<file path="src/rtl/meta_sqrt.sv">
// Iterative unsigned integer square root: floor(sqrt(radicand)) plus remainder,
// one root bit per clock using the digit-by-digit restoring method.
module meta_sqrt #(
  parameter int OP_WIDTH = 16
) (
  input  logic                    clk,
  input  logic                    rst_n,
  input  logic                    start,
  input  logic [2*OP_WIDTH-1:0]   radicand,
  output logic                    busy,
  output logic                    done,
  output logic [OP_WIDTH-1:0]     root,
  output logic [OP_WIDTH:0]       remainder
);

  // Handshake: start is sampled only while busy is low; the edge that accepts it
  // captures radicand. done pulses for one cycle with root/remainder already valid,
  // and those outputs hold until the next done pulse.

  localparam int RAD_WIDTH = 2 * OP_WIDTH;
  localparam int ACC_WIDTH = OP_WIDTH + 2;
  localparam int CNT_WIDTH = $clog2(OP_WIDTH);
  localparam logic [CNT_WIDTH-1:0] CNT_INIT = CNT_WIDTH'(OP_WIDTH - 1);

  localparam logic [1:0] IDLE = 2'd0;
  localparam logic [1:0] CALC = 2'd1;
  localparam logic [1:0] DONE = 2'd2;

  logic [1:0]           state;
  logic [RAD_WIDTH-1:0] shreg;
  logic [ACC_WIDTH-1:0] acc;
  logic [OP_WIDTH-1:0]  q;
  logic [CNT_WIDTH-1:0] cnt;

  logic [ACC_WIDTH-1:0] acc_sh;
  logic [ACC_WIDTH-1:0] trial;
  logic [ACC_WIDTH-1:0] acc_diff;
  logic                 fits;

  // One restoring step: bring in the next two radicand bits, try subtracting 4q+1.
  always_comb begin
    acc_sh   = (acc << 2) | ACC_WIDTH'(shreg[RAD_WIDTH-1 -: 2]);
    trial    = {q, 2'b01};
    fits     = (acc_sh >= trial);
    acc_diff = acc_sh - trial;
  end

  assign busy = (state != IDLE);

  always_ff @(posedge clk or negedge rst_n) begin
    if (!rst_n) begin
      state     <= IDLE;
      shreg     <= '0;
      acc       <= '0;
      q         <= '0;
      cnt       <= '0;
      done      <= 1'b0;
      root      <= '0;
      remainder <= '0;
    end else begin
      done <= 1'b0;
      case (state)
        IDLE: begin
          if (start) begin
            shreg <= radicand;
            acc   <= '0;
            q     <= '0;
            cnt   <= CNT_INIT;
            state <= CALC;
          end
        end
        CALC: begin
          shreg <= shreg << 2;
          acc   <= fits ? acc_diff : acc_sh;
          q     <= {q[OP_WIDTH-2:0], fits};
          cnt   <= cnt - 1'b1;
          if (cnt == '0) state <= DONE;
        end
        DONE: begin
          root      <= q;
          remainder <= acc[OP_WIDTH:0];
          done      <= 1'b1;
          state     <= IDLE;
        end
        default: state <= IDLE;
      endcase
    end
  end

endmodule

</file>
<file path="config.mk">
export PLATFORM = sky130hd
export DESIGN_NAME = meta_sqrt
export DESIGN_NICKNAME = d
export VERILOG_FILES = /design/src/rtl/meta_sqrt.sv
export SDC_FILE = /design/constraint.sdc
export NUM_CORES = 1
export LEC_CHECK = 0
export ABC_AREA = 1
export CAP_MARGIN = 15
export CORE_AREA = 4 4 105 107
export CTS_BUF_LIST = sky130_fd_sc_hd__clkbuf_16
export CTS_CLUSTER_SIZE = 20
export DETAILED_ROUTE_END_ITERATION = 12
export DIE_AREA = 0 0 109 111
export PLACE_DENSITY = 0.86
export SYNTH_ARGS = -nofsm -noshare
export SYNTH_HDL_FRONTEND = slang
export SYNTH_SLANG_ARGS = --single-unit
</file>
<file path="constraint.sdc">
create_clock -name clk -period 3.7 [get_ports clk]
set_input_delay 0.74 -clock clk [delete_from_list [all_inputs] [get_ports clk]]
set_output_delay 0.74 -clock clk [all_outputs]
set_load 0.005 [all_outputs]
</file>
==> impl_metrics.csv <==
group,metric,value,unit
worst_setup_path,cp.required,3.94,ns
synth,yosysTopAreaCellShare,48.3,%
sta,fin_crit_sh,68.7,%
synth,synth_ff_type,"dfrtp_1",
synth,netlist_area,0.00544,mm^2
sta,setup_viol,0,
clock_network,cts_resized,0,
placement,dp_hpwl,8.93,mm
floorplan,std_cell_rows,37,
sta,hold_viol,0,
worst_setup_path,cp-start-kind,"flop",
sta,tns,0,ns
pwr,power_density,1040,mW/mm^2
outcome,status,"completed",
synth,syn-mean-instance-area,8.02,um^2
pwr,vdd_drop_max,355,uV
clock_network,cts_buffers,9,
global_routing,grt_max_degree,95,
worst_setup_path,endpoint_kind,"flop",
sta,drv_slew,0,
sta,tightest_slew,0.556,ns
global_routing,gr-usage-all-layers,22.4,%
synth,synth-seq-cells,105,
synth,syn_nets,732,
synth,ys_seq_area_share,48.3,%
cells_and_area,area_growth,20.1,%
drt,drt_iter0_drc,360,
global_routing,grt_pass1_wl,21.8,mm
job,maxCapViolCount,0,
sta,fmax,394,MHz
drt,drt.antenna.violating_nets,0,
drt,via_count,4820,
synth,netlist.top_cell.by_area,"dfrtp_1",
cells_and_area,nFillCells,842,
synth,synth_area_leaders,"dfrtp_1, nand2_1, inv_1, ha_1, nand3_1",
clock_network,root_buffer,"clkbuf_16",
clock_network,cts_max_level,3,
floorplan,coreArea,0.0101,mm^2
pwr,p_leak,3.23,nW
clock_network,path_clk_slew,0.07,ns
clock_network,clock_latency,0.35,ns
drt,drc,0,
drt,wl,12.7,mm
synth,synth-edff-count,0,
synth,syn_inst,678,
placement,place.gp.congestion,0.981,
global_routing,grt-ovfl-total,0,
sta,rsz0062_at_grt,"false",
cells_and_area,final_util,64.4,%
placement,dpl_cell_area,0.00621,mm^2
floorplan,initial_core_util,53.7,%
worst_setup_path,arrival,2.78,ns
global_routing,antenna_found_initial,0,
placement,io_buffers,69,
floorplan,pin_count,70,
cells_and_area,n_antenna_cell,0,
drt,dr.pass1.iters,5,
hold_path,min-delay-path-class,"input pin to asynchronous set/reset pin",
synth,async_flop_share,100,%
clock_network,cts_tree,"built",
cells_and_area,fin_nets,793,
worst_setup_path,worstPathMaxFanout,18,
worst_setup_path,crit_type,"flop to flop",
drt,via_per_inst,5.48,
synth,ys_types,35,
global_routing,first_global_vias,4670,
floorplan,dieArea,0.0121,mm^2
floorplan,die_h,111,um
clock_network,cts_sinks,105,
clock_network,cts_setup_buffers,0,
sta,slew_headroom,62.9,%
clock_network,clockBufferDepth,2,
drt,wl_per_cell,14.4,um
clock_network,ctsHoldBuffers,0,
sta,skew,0.00692,ns
sta,period_needed,2.54,ns
cells_and_area,drive_gt1_share,8.74,%
cells_and_area,fin_area,0.00653,mm^2
synth,ys.warnings.count,0,
floorplan,die_w,109,um
[flip-flops by register name, summed over array words and instances (netlist names)]
| register | count |
|---|---|
| root | 16 |
| cnt | 4 |
| done | 1 |
| q | 16 |
| acc | 17 |
| remainder | 17 |
| state | 2 |
| shreg | 32 |
[cells in the final DEF, fill, tap and decap left out, types with 2 or more instances in the layout]
master,instances
nand2_1,248
dfrtp_1,105
inv_1,72
clkdlybuf4s50_1,68
nand3_1,43
o21ai_0,35
ha_1,19
o22ai_1,16
nand4_1,15
nor2_1,14
nand2_2,13
inv_2,10
a22oi_1,9
o211ai_1,9
clkbuf_16,9
nor2_2,7
a21oi_1,7
nand3_2,6
xnor2_1,6
buf_4,6
a21oi_2,3
nor2_4,2
a22o_1,2
nor3_1,2
clkinv_1,2
inv_6,2
[path summary, 6_finish.rpt]
| check | slack (ns) | cells after the start | start | endpoint |
|---|---|---|---|---|
| max | 1.16 | 11 | acc[12]$_DFFE_PN0P_ | acc[11]$_DFFE_PN0P_ |
| min | 0.36 | 1 | rst_n | root[5]$_DFFE_PN0P_ |
| max reg2reg | 1.16 | 11 | acc[12]$_DFFE_PN0P_ | acc[11]$_DFFE_PN0P_ |
| min reg2reg | 0.48 | 2 | remainder[16]$_DFFE_PN0P_ | remainder[16]$_DFFE_PN0P_ |
| max in group asynchronous | 2.49 | 3 | rst_n | shreg[0]$_DFFE_PN0P_ |
| min in group clk | 0.48 | 2 | remainder[16]$_DFFE_PN0P_ | remainder[16]$_DFFE_PN0P_ |
[routing by layer]
layer | part of all wire [%] | routed length [um] | track usage (%)
met1 | 44 | 5650 | 31.1
met5 | 0 | 0 | 0
met3 | 6.8 | 862 | 4.60
met4 | 2.2 | 282 | 7.07
met2 | 47 | 5910 | 35.0
[area by class of cell]
cell class | instances | area (um^2) | area share, %
inverters | 82 | 308 | 4.71
well taps | 136 | 170 | 2.60
flip-flops and latches | 105 | 2630 | 40.2
clock buffers | 9 | 225 | 3.45
multi-input cells | 466 | 2380 | 36.5
clock inverters | 7 | 67.6 | 1.03
repair buffers | 75 | 753 | 11.5
[where the power goes]
group | switching [W] | total, W | internal [W]
combinational | 0.00239 | 0.00391 | 0.00151
clock | 0.000423 | 0.000947 | 0.000524
sequential | 0.000300 | 0.00197 | 0.00167
[cell usage after synthesis (3+ instances only)]
cell / count
nor2_1: 14
dfrtp_1: 105
nand4_1: 15
xnor2_1: 6
nand2_1: 248
inv_1: 72
o21ai_0: 35
o22ai_1: 16
a22oi_1: 9
inv_2: 10
buf_2: 10
o211ai_1: 9
ha_1: 19
nand3_2: 6
nand2_2: 13
a21oi_1: 7
nand3_1: 43
nor2_2: 7
clkbuf_1: 13
a21oi_2: 3
[cells by family (layout without fill, tap and decap cells)]
kind of cell,Yosys count,in the layout,synth area share [%]
and+or+nand+nor,355,355,28.6
buffers and inverters,107,173,7.91
DFF,105,105,48.3
AOI/OAI and AO/OA,85,85,9.66
adders and majority gates,19,19,4.37
xor gates and xnor gates,7,7,1.13
[through the flow]
step | hold WS [ns] | cells | setup WS, ns | power [W]
2_1_floorplan | 0.444 | 678 | 1.90 | 0.00478
4_1_cts | 0.481 | 879 | 1.16 | 0.00679
3_5_place_dp | 0.463 | 863 | 1.02 | 0.00580
5_1_grt | 0.395 | 880 | 0.902 | 0.00742
3_3_place_gp | 0.458 | 863 | 1.07 | 0.00566
6_report | 0.357 | 880 | 1.16 | 0.00682
[critical path, cell delays in order (launching register included)]
cell and delay (ns):
dfrtp_1 0.42, ha_1 0.40, nand2_2 0.12, inv_1 0.05, nand2_1 0.10, inv_2 0.07, a21oi_4 0.40, nand4_4 0.43
nand2_2 0.26, nand2_1 0.08, nand2_1 0.07, nand2_1 0.05
No activity file was read; power rests on OpenSTA's default activity.
